**src/rtl/tx_serializer.sv**
```systemverilog
// tx_serializer: parallel-to-serial framer for the H-bridge driver.
// Frame = preamble, data LSB-first, even parity; leg select fixed per frame.
module tx_serializer #(
  parameter int                 WIDTH       = 8,
  parameter int                 PRE_LEN     = 4,
  parameter logic [PRE_LEN-1:0] PRE_PATTERN = 4'b0101
) (
  input  logic             clk,
  input  logic             rst,
  input  logic             bit_en,
  input  logic [WIDTH-1:0] tx_data,
  input  logic             tx_lane,
  input  logic             tx_valid,
  output logic             tx_ready,
  output logic             ser_bit,
  output logic             ser_sel,
  output logic             ser_active
);

  localparam int N  = PRE_LEN + WIDTH + 1;
  localparam int IW = $clog2(N);
  localparam logic [IW-1:0] LAST = IW'(N - 1);

  typedef enum logic {
    IDLE,
    SEND
  } state_t;

  state_t        state_q;
  state_t        state_d;
  logic [IW-1:0] idx_q;
  logic [N-2:0]  shift_q;
  logic [N-1:0]  frame;
  logic          accept;
  logic          advance;
  logic          last;

  // Whole frame assembled at acceptance; bit 0 goes straight to the line.
  assign frame    = {^tx_data, tx_data, PRE_PATTERN};
  assign tx_ready = (state_q == IDLE) && !rst;

  // Next-state and datapath strobes.
  always_comb begin
    state_d = state_q;
    accept  = 1'b0;
    advance = 1'b0;
    last    = 1'b0;
    unique case (state_q)
      IDLE: begin
        if (tx_valid) begin
          accept  = 1'b1;
          state_d = SEND;
        end
      end
      SEND: begin
        if (bit_en) begin
          advance = 1'b1;
          if (idx_q == LAST) begin
            last    = 1'b1;
            state_d = IDLE;
          end
        end
      end
      default: state_d = IDLE;
    endcase
  end

  // State register.
  always_ff @(posedge clk) begin
    if (rst) state_q <= IDLE;
    else     state_q <= state_d;
  end

  // Shift register, bit index and registered driver outputs.
  always_ff @(posedge clk) begin
    if (rst) begin
      idx_q      <= '0;
      shift_q    <= '0;
      ser_bit    <= 1'b0;
      ser_sel    <= 1'b0;
      ser_active <= 1'b0;
    end else if (accept) begin
      idx_q      <= '0;
      shift_q    <= frame[N-1:1];
      ser_bit    <= frame[0];
      ser_sel    <= tx_lane;
      ser_active <= 1'b1;
    end else if (last) begin
      idx_q      <= '0;
      ser_bit    <= 1'b0;
      ser_active <= 1'b0;
    end else if (advance) begin
      idx_q   <= idx_q + IW'(1);
      ser_bit <= shift_q[0];
      shift_q <= shift_q >> 1;
    end
  end

endmodule

```
**config.mk**
```make
export PLATFORM = sky130hd
export DESIGN_NAME = tx_serializer
export DESIGN_NICKNAME = d
export VERILOG_FILES = /design/src/rtl/tx_serializer.sv
export SDC_FILE = /design/constraint.sdc
export NUM_CORES = 1
export LEC_CHECK = 0
export CORE_MARGIN = 2
export CORE_UTILIZATION = 49
export DETAILED_ROUTE_END_ITERATION = 10
export PLACE_DENSITY = 0.83
export SLEW_MARGIN = 20
export SYNTH_ARGS = -nofsm -noshare
export SYNTH_HDL_FRONTEND = slang
export SYNTH_SLANG_ARGS = --single-unit
```
**constraint.sdc**
```tcl
create_clock -name clk -period 2 [get_ports clk]
set_clock_uncertainty 0.2 [all_clocks]
set_input_delay 0.4 -clock clk [delete_from_list [all_inputs] [get_ports clk]]
set_output_delay 0.4 -clock clk [all_outputs]
set_load 0.01 [all_outputs]
```
Yosys cells after proc, flatten, opt, wreduce, memory -nomap -nowiden
Index checks and enable logic that the tools add are counted.
{"block": "classes", "addsub": 1, "mul": 0, "n_div": 0, "magnitude_cmp": 0, "eq_ne": 2, "n_shift": 0, "n_mux": 18, "n_bitwise": 2, "reduce_logical": 10}
{"operator": "two-way mux 12 bit", "count": 3}
{"operator": "two-way mux 1 bit", "count": 14}
{"operator": "XOR reduction 8 bit", "count": 1}
{"operator": "adder 4 x 1 -> 4 bit (second input constant)", "count": 1}
{"operator": "== test 4 bit (second input constant)", "count": 1}
{"operator": "AND reduction 2 bit", "count": 2}
{"operator": "nonzero test 2 bit", "count": 2}
{"operator": "nonzero test 3 bit", "count": 1}
{"operator": "OR reduction 3 bit", "count": 1}
{"operator": "inequality test 2 bit (second input constant)", "count": 1}
{"operator": "inverter 1 bit", "count": 2}
{"operator": "case mux 1 bit (2 select lines)", "count": 1}
{"operator": "OR reduction 2 bit", "count": 1}
{"operator": "logical AND 1 bit", "count": 1}
{"operator": "zero test 1 bit", "count": 1}
{"block": "totals", "register_bits": 20, "latch_bits": 0, "ram_bits": 0, "mem_bits_ro": 0, "mem_count": 0}

Longest topological paths before layout
Gate-level depths: netlist (run 1).
{"block": "depth", "depth_word": 6, "depth_mapped": 8}

Worst setup path after synthesis (run 1)
OpenSTA, ideal clock, no wires.
{"block": "synth_path", "path_type": "register -> register", "startpoint": "register idx_q[0]", "endpoint": "register shift_q[11]", "arrival_ps": 1374, "required_ps": 1713, "path_slack_ps": 339, "stages_incl_launch_ff": 8, "cell_sequence": "dfxtp_1 -> inv_1 -> ha_1 -> nand3_1 -> and2_4 -> buf_6 -> or4b_1 -> o31ai_1"}
{"block": "synth_via", "elab_chain_len": 6}
{"element": "from (decl)", "line": "31", "source": "logic [IW-1:0] idx_q;"}
{"element": "from (signal assigned)", "line": "93", "source": "idx_q <= idx_q + IW'(1);"}
{"element": "== test 4 bit", "line": "58", "source": "if (idx_q == LAST) begin"}
{"element": "two-way mux 1 bit", "line": "58"}
{"element": "two-way mux 1 bit", "line": "56", "source": "if (bit_en) begin"}
{"element": "two-way mux 1 bit", "line": "48", "source": "unique case (state_q)"}
{"element": "inequality test 2 bit (no source line)"}
{"element": "AND reduction 2 bit (no source line)"}
{"element": "to (signal assigned)", "line": "84", "source": "shift_q <= frame[N-1:1];"}
{"element": "to (signal assigned)", "line": "95", "source": "shift_q <= shift_q >> 1;"}
{"element": "to (decl)", "line": "32", "source": "logic [N-2:0] shift_q;"}
Every way passes these cells.
A chain may end at the register's enable or synchronous reset.

Worst setup path in the final report (run 1)
{"block": "layout_path", "startpoint": "input port rst", "endpoint": "output port tx_ready"}
{"block": "layout_via", "elab_chain_len": 2}
{"element": "from (decl)", "line": "9", "source": "input logic rst,"}
{"element": "zero test 1 bit", "line": "40", "source": "assign tx_ready = (state_q == IDLE) && !rst;"}
{"element": "logical AND 1 bit", "line": "40"}
{"element": "to (decl)", "line": "14", "source": "output logic tx_ready,"}
Every way passes these cells.

==> metrics, run 1 <==
outcome=completed; Iteration-0 DRC Markers=8; Startpoint Class=primary input; share of the synthesized area in the top cell type=around 45%; FP Rows=15; H-Tree Depth=1; minimum clock period=approximately 1800 ps; crit path max fanout=2; initial antenna violation count=0; # diodes=0; Setup CP Type=primary input to output port; WL/cell=11.65 µm; Max Cap Viol=0; DR vias=~760; power density cells=781.5 nW/µm²; Final Max Tran Viols=0; Port Buf Inserts=16; Hold Violations, Final=0; Commonest cells post-synth=20 x dfxtp_1, 15 x nand2_1, 13 x a21oi_1; routed wire length=between 1.5 and 2 mm; synth unique cells=24; initial core utilization=51.88%; Final HPWL DP=about 1.4 mm; design area=1167 µm²; die footprint=between 2000 and 2500 µm²; post-CTS setup buffers=0; DRC=0; largest net degree at the start of global routing=17; filler instances=around 150; Seq/Total Area, Yosys=between 40% and 50%; endpoints failing setup=0; part of the cycle the worst path needs=90.46%; Post-CTS Resized=1; prevailing post-synth register cell=dfxtp_1; Skew-Pair Late Insertion Delay=between 300 and 400 ps; Seq cells post-synth=20; GRT Util Overall=17.80%; Hold Path Stages=2; reg-to-reg slack, setup=between 300 and 400 ps; core area=about 1700 µm²; R2R depth=7; grt ovf=0; cell taking the most area after synthesis=dfxtp_1; height of the die=46.76 µm; syn nets=118; peak supply drop=around 0.00049 V; CTS Root Cell=clkbuf_4; worst r2r src=idx_q[0]; clock slew at reported path FFs=between 100 and 150 ps; fmax=0.5527 GHz; antenna viol nets, final=0; worst hold slack=between 200 and 300 ps; area growth from synthesis to layout=30.31%; Max clock buf depth=2; die width=between 40 and 50 µm; Critical Path Sink Type=output port; total CTS buffers=3; first-pass GRT wire length=around 2.7 mm; mapped cell area=between 800 and 900 µm²; Yosys warnings=0; Final Power=around 0.91 mW; CTS tree=done; Avg Inst Size Synth=approximately 8.7 µm²; min-delay src=shift_q[6]; Hold Path End=shift_q[6]; TritonRoute pass-1 iters=4; number of global-route vias before repair=670; RSZ-0062 raised after global routing=no; I/O pin total=17; Rel. slew slack=roughly 82%; Worst EP required=about 1400 ps; reg2reg end=shift_q[2]; leakage power=0.4326 nW; share of cells above drive strength 1=11.20%; mean number of vias per cell=approximately 5; worst hold path type=flop to flop; dominant cells by area after synthesis=dfxtp_1 45%, a21oi_1 7.3%, a22oi_1 6.7%; post-synthesis cell count=between 100 and 150; most common cell in the netlist=dfxtp_1; Post-synth EDFFs=0; GP Congestion=0.8137; CTS Hold Bufs=0; Nets=141; Placed Area=approximately 1100 µm²; ys async rst share=0%; Worst EP arrival=between 1000 and 1500 ps; clock sinks=20; Slew @ Worst Pin=around 280 ps
## worst max-delay path, cell delays in order
cell             delay (ps)
clkdlybuf4s50_1         480
nor2_1                   40
dlygate4sd2_1           290
## worst max-delay path by stage
stage	slack, ps	startpoint	depth (start not counted)	endpoint
3_3_place_gp	-70	rst	3	tx_ready
3_5_place_dp	-70	rst	3	tx_ready
4_1_cts	190	rst	3	tx_ready
2_1_floorplan	340	idx_q[0]	7	shift_q[11]
5_1_grt	150	ser_active	1	ser_active
6_report	190	rst	3	tx_ready
## per-layer routing
layer | global-route usage (%) | part of all wire [%] | vias up
met2 | 31.78 | 52 | 14
met5 | 0 | 0 | -
met4 | 10.00 | 1.5 | 0
li1 | - | - | 395
met1 | 19.57 | 44 | 348
met3 | 3.462 | 2.9 | 4
## metrics by stage
| stage | util, % | worst slack (ps) | cells | setup TNS (ps) |
|---|---|---|---|---|
| global route | 67.61 | 149.5 | 150 | 0 |
| finish | 67.61 | 190.8 | 150 | 0 |
| global placement | 64.64 | -71.13 | 146 | -71.13 |
| CTS | 67.61 | 185.8 | 150 | 0 |
| floorplan | - | 339.2 | 103 | 0 |
| detailed placement | 64.64 | -69.87 | 146 | -69.87 |
## power breakdown
group / switching, mW / internal [mW] / leakage, nW / total, mW
Sequential: 0.0140 / 0.421 / 0.164 / 0.435
Combinational: 0.0651 / 0.0823 / 0.241 / 0.147
Clock: 0.128 / 0.203 / 0.0279 / 0.330
## state kept, by name, summed over array words and instances (netlist names)
signal,count
idx_q,4
ser_active,1
ser_bit,1
ser_sel,1
shift_q,12
state_q,1
## cells in the final DEF, fill, tap and decap left out
cell,n
dlygate4sd2_1,1
o21bai_1,1
and2_4,2
nor2_1,7
a21oi_1,13
buf_4,8
or4b_1,1
o31ai_1,1
dfxtp_1,20
nand2b_1,2
nand2_1,15
xnor2_1,6
bufinv_16,1
a22oi_1,8
nor2b_1,3
ha_1,2
clkdlybuf4s50_1,15
o21ai_1,1
nor3_1,5
and4_1,1
xor2_1,3
mux2i_1,2
inv_1,2
nand3_1,1
clkbuf_4,3
nor3b_1,1
## cell type report
type | instances | area, µm² | share of cell area [%]
clock buffers | 3 | 22.52 | 1.929
clock inverters | 1 | 30.03 | 2.572
inverters | 2 | 7.507 | 0.6431
multi-input cells | 75 | 456.7 | 39.12
flip-flops and latches | 20 | 400.4 | 34.30
well taps | 25 | 31.28 | 2.680
repair buffers | 24 | 219.0 | 18.76
## cell families (layout without fill, tap and decap cells)
logic type / count (synthesis) / after routing / share of synthesized area (%)
buf+inv: 8 / 30 / 4.329
compound gates: 24 / 24 / 16.20
xor+xnor: 9 / 9 / 8.799
fa+ha+maj: 2 / 2 / 2.793
simple gates: 38 / 38 / 20.95
flops: 20 / 20 / 44.69
mux: 2 / 2 / 2.235
No activity file was read; power rests on OpenSTA's default activity.
==> run 2, diff against run 1 <==
Settings changed: GPL_TIMING_DRIVEN set to 0.
==> metrics, run 2 (synthesis results as in run 1) <==
outcome=completed; RSZ-0062 raised after global routing=no; Total Neg Setup Slack=0 ps (unchanged); post-CTS setup buffers=0 (unchanged); cells along the critical path=clkdlybuf4s50_1 > nor2b_1 > clkbuf_1 > clkbuf_2 > a22oi_1 > a21oi_1; crit-path max cell delay=500 ps (+20 ps); CP max-delay cell=clkdlybuf4s50_1; leakage power=0.4174 nW (-3.5%); FP Rows=15 (unchanged); Worst EP arrival=1890 ps (+680 ps); total CTS buffers=3 (unchanged); minimum clock period=1852 ps (+42.45 ps); Worst EP required=2040 ps (+640 ps); design area=1126 µm² (-3.5%); Post-CTS Resized=4 (+3); H-Tree Depth=1 (unchanged); clock sinks=20 (unchanged); largest net degree at the start of global routing=12 (-5); post-layout util=65.22% (-2.4 points); routed wire length=1.787 mm (+2.2%); area growth from synthesis to layout=25.70%; Setup CP Type=primary input to flop; Max clock buf depth=2 (unchanged); Non-Filler Instances=147 (-2.0%); peak supply drop=0.0003991 V (-18%); initial core utilization=51.88% (unchanged); crit path max fanout=10 (+8); Rel. slew slack=74.86% (-6.7 points); core area=1727 µm² (unchanged); CTS tree=done; # diodes=0 (unchanged); CTS Root Cell=clkbuf_4; critical path's top delay family=buffers and inverters; WL/cell=12.16 µm (+4.3%); max FFs per register=12 (unchanged); TritonRoute pass-1 iters=4 (unchanged); share of cells above drive strength 1=9.836% (-1.4 points); power density cells=725.3 nW/µm² (-7.2%); I/O pin total=17 (unchanged); leading cell types in the layout, fill and taps excluded=20 x dfxtp_1, 15 x nand2_1, 14 x clkdlybuf4s50_1; number of global-route vias before repair=705 (+5.2%); Max Cap Viol=0 (unchanged); Largest regs=shift_q: 12 flops, idx_q: 4 flops; Startpoint Class=primary input; GP Congestion=0.7626 (-6.3%); Slew @ Worst Pin=377.1 ps (+100.4 ps); Port Buf Inserts=15 (-1); grt ovf=0 (unchanged); fmax=0.5401 GHz (-2.3%); Iteration-0 DRC Markers=12 (+4); critical path buffer and inverter count=3 (+1); dpl cells=143 (-2.1%); antenna viol nets, final=0 (unchanged); initial antenna violation count=0 (unchanged); GRT Util Overall=19.00% (+1.2 points); Critical Path Sink Type=flop; first-pass GRT wire length=2.849 mm (+5.6%); Final HPWL DP=1.340 mm (-1.4%); Placed Area=1077 µm² (-3.5%); DR vias=764 (+0.39%); Skew-Pair Late Insertion Delay=310 ps (about the same); worst hold slack=147.8 ps (-115.4 ps); Nets=138 (-2.1%); DRC=0 (unchanged); mean number of vias per cell=5.197 (+2.4%); die width=46.76 µm (unchanged); Final Max Tran Viols=0 (unchanged); die footprint=2187 µm² (unchanged); Hold Violations, Final=0 (unchanged); Reg with most FFs=shift_q; CTS Hold Bufs=0 (unchanged); endpoints failing setup=0 (unchanged); worst hold path type=primary input to flop; commonest non-fill, non-tap cell in the layout=dfxtp_1; clock slew at reported path FFs=110 ps (about the same); part of the cycle the worst path needs=92.58% (+2.1 points); height of the die=46.76 µm (unchanged)
-- run 2: routing by layer --
metal / routed length (µm) / vias to the layer above / track usage [%]
li1: - / 394 / -
met1: 799 / 354 / 21.53
met2: 893 / 12 / 33.70
met3: 64 / 4 / 4.615
met4: 29 / 0 / 8.333
met5: 0 / - / 0
-- run 2: worst register-to-register path, cell delays in order, from the launching register on --
cell,delay (ps)
dfxtp_1,360
inv_1,70
ha_1,130
nand3_1,140
and2_4,180
buf_6,120
or4b_1,460
o31ai_1,80
-- run 2: worst paths after layout --
path / start / to / slack (ps) / cells past startpoint
worst min register to register: shift_q[10] / shift_q[10] / 260 / 2
worst max-delay path: tx_valid / shift_q[9] / 150 / 6
worst min-delay path: rst / shift_q[3] / 150 / 2
worst max register to register: idx_q[0] / shift_q[11] / 190 / 7
-- run 2: layout make-up --
cell class	instances	area, µm²
plain buffers	6	37.54
clock buffers	4	36.28
fillers	156	600.6
inverters	2	7.507
multi-input cells	75	460.4
flip-flops and latches	20	400.4
well taps	25	31.28
repair buffers	15	152.6
-- run 2: where the power goes --
| group | total, mW | switching [mW] | leakage (nW) | internal (mW) |
|---|---|---|---|---|
| Sequential | 0.434 | 0.0138 | 0.164 | 0.421 |
| Combinational | 0.141 | 0.0656 | 0.233 | 0.0756 |
| Clock | 0.241 | 0.130 | 0.0210 | 0.111 |
-- run 2: metrics by stage --
| stage | setup WS [ps] | total power [mW] |
|---|---|---|
| 2_1_floorplan | 339.2 | 0.5263 |
| 3_3_place_gp | -264.6 | 0.5786 |
| 3_5_place_dp | -341.8 | 0.5831 |
| 4_1_cts | 4.660 | 0.8223 |
| 5_1_grt | 3.362 | 0.8501 |
| 6_report | 148.4 | 0.8168 |
==> run 3, diff against run 2 <==
Settings changed: ABC_CLOCK_PERIOD_IN_PS set to 2000, REMOVE_ABC_BUFFERS set to 1.
==> metrics, run 3 (synthesis results as in run 1) <==
Critical Path Sink Type=output port; core area=1727 µm² (unchanged); cells along the critical path=clkdlybuf4s50_1; design area=1115 µm² (-1.0%); WL/cell=11.77 µm (-3.2%); post-CTS setup buffers=0 (unchanged); Setup CP Type=flop to output port; Rel. slew slack=58.40% (-16 points); CTS Root Cell=clkbuf_4; routed wire length=1.671 mm (-6.5%); Iteration-0 DRC Markers=20 (+8); initial core utilization=51.88% (unchanged); TritonRoute pass-1 iters=4 (unchanged); Slew @ Worst Pin=623.9 ps (+246.8 ps); share of cells above drive strength 1=7.692% (-2.1 points); CP max-delay cell=clkdlybuf4s50_1; endpoints failing setup=0 (unchanged); post-layout util=64.57% (-0.65 points); Nets=133 (-3.6%); total CTS buffers=3 (unchanged); minimum clock period=1791 ps (-60.17 ps); worst r2r src=idx_q[0]; min-delay src=shift_q[7]; leading cell types in the layout, fill and taps excluded=19 x dfxtp_1, 15 x nand2_1, 14 x clkdlybuf4s50_1; first-pass GRT wire length=2.691 mm (-5.5%); largest net degree at the start of global routing=18 (+6); Final Max Tran Viols=0 (unchanged); clock slew at reported path FFs=120 ps (about the same); worst hold slack=262.4 ps (+114.7 ps); Reg with most FFs=shift_q; commonest non-fill, non-tap cell in the layout=dfxtp_1; filler instances=152 (-2.6%); die footprint=2187 µm² (unchanged); Port Buf Inserts=16 (+1); area growth from synthesis to layout=24.44%; outcome=completed; mean number of vias per cell=5.218 (+0.40%); crit-path max cell delay=530 ps (+30 ps); # diodes=0 (unchanged); Multi-input gate area=464.2 µm² (+0.82%); height of the die=46.76 µm (unchanged); Final HPWL DP=1.197 mm (-11%); initial antenna violation count=0 (unchanged); H-Tree Depth=1 (unchanged); GRT Util Overall=17.51% (-1.5 points); antenna viol nets, final=0 (unchanged); Final Power=0.9003 mW (+10%); max FFs per register=12 (unchanged); part of the cycle the worst path needs=89.57% (-3.0 points); crit path max fanout=2 (-8); Worst EP arrival=1190 ps (-700 ps); Max Cap Viol=0 (unchanged); I/O pin total=17 (unchanged); leakage power=0.4080 nW (-2.3%); Largest regs=shift_q: 12 flops, idx_q: 4 flops; Max clock buf depth=2 (unchanged); DRC=0 (unchanged); CTS tree=done; die width=46.76 µm (unchanged); CTS Hold Bufs=0 (unchanged); worst hold path type=flop to flop; GP Congestion=0.7714 (+1.2%); number of global-route vias before repair=672 (-4.7%); FP Rows=15 (unchanged); critical path buffer and inverter count=1 (-2); Startpoint Class=flop; RSZ-0062 raised after global routing=no; Placed Area=1056 µm² (-2.0%); critical path's top delay family=buffers and inverters; Skew-Pair Late Insertion Delay=310 ps (about the same); sequential cell area=401.6 µm² (+0.31%); grt ovf=0 (unchanged); Total Neg Setup Slack=0 ps (unchanged); fmax=0.5582 GHz (+3.4%); clock sinks=20 (unchanged); Hold Violations, Final=0 (unchanged); crit path launch=ser_active; DR vias=741 (-3.0%); peak supply drop=0.0005133 V (+29%); Worst EP required=1400 ps (-640 ps); power density cells=807.6 nW/µm² (+11%)
-- run 3: changes by cell type in the layout (fill, tap and decap cells not counted), sizes merged --
cell	previous run	this run
buf	3	0
clkbuf	7	4
bufinv	0	1
-- run 3: stage by stage --
step,cells,setup WS (ps)
CTS,142,-195.7
detailed placement,138,-678.8
global placement,138,-665.2
global route,142,90.97
finish,142,208.6
floorplan,97,282.2
-- run 3: area by class of cell --
| type | count | area share [%] |
|---|---|---|
| multi-input cells | 75 | 41.64 |
| flip-flops and latches | 20 | 36.03 |
| repair buffers | 16 | 14.14 |
| well taps | 25 | 2.806 |
| clock inverters | 1 | 2.694 |
| clock buffers | 3 | 2.020 |
| inverters | 2 | 0.6734 |
-- run 3: path summary, 6_finish.rpt --
path	end	slack (ps)	cells after the start
max	ser_active	210	1
min	shift_q[7]	260	2
max reg2reg	shift_q[5]	280	6
min reg2reg	shift_q[7]	260	2
-- run 3: worst register-to-register path, cell delays in order, from the launching register on --
cell	delay (ps)
dfxtp_1	360
inv_1	60
ha_1	130
nand3_1	120
a21oi_1	520
nand2_1	110
a21oi_1	170
-- run 3: power breakdown --
group,total (mW),switching (mW),internal (mW)
logic,0.134,0.0623,0.0713
registers,0.436,0.0147,0.421
clock network,0.331,0.128,0.203
total,0.900,0.205,0.695
-- run 3: metal layers --
layer | wire length [µm] | up-vias | global-route usage, %
li1 | - | 380 | -
met1 | 759 | 342 | 20.09
met2 | 831 | 15 | 30.14
met3 | 51 | 4 | 4.615
met4 | 29 | 0 | 8.333
met5 | 0 | - | 0
-- run 3: what timing repair did --
item / in CTS / in global routing
gates resized for setup: 2 / 5
hold endpoints to repair: 0 / 0
endpoints found under the setup margin: 11 / 9
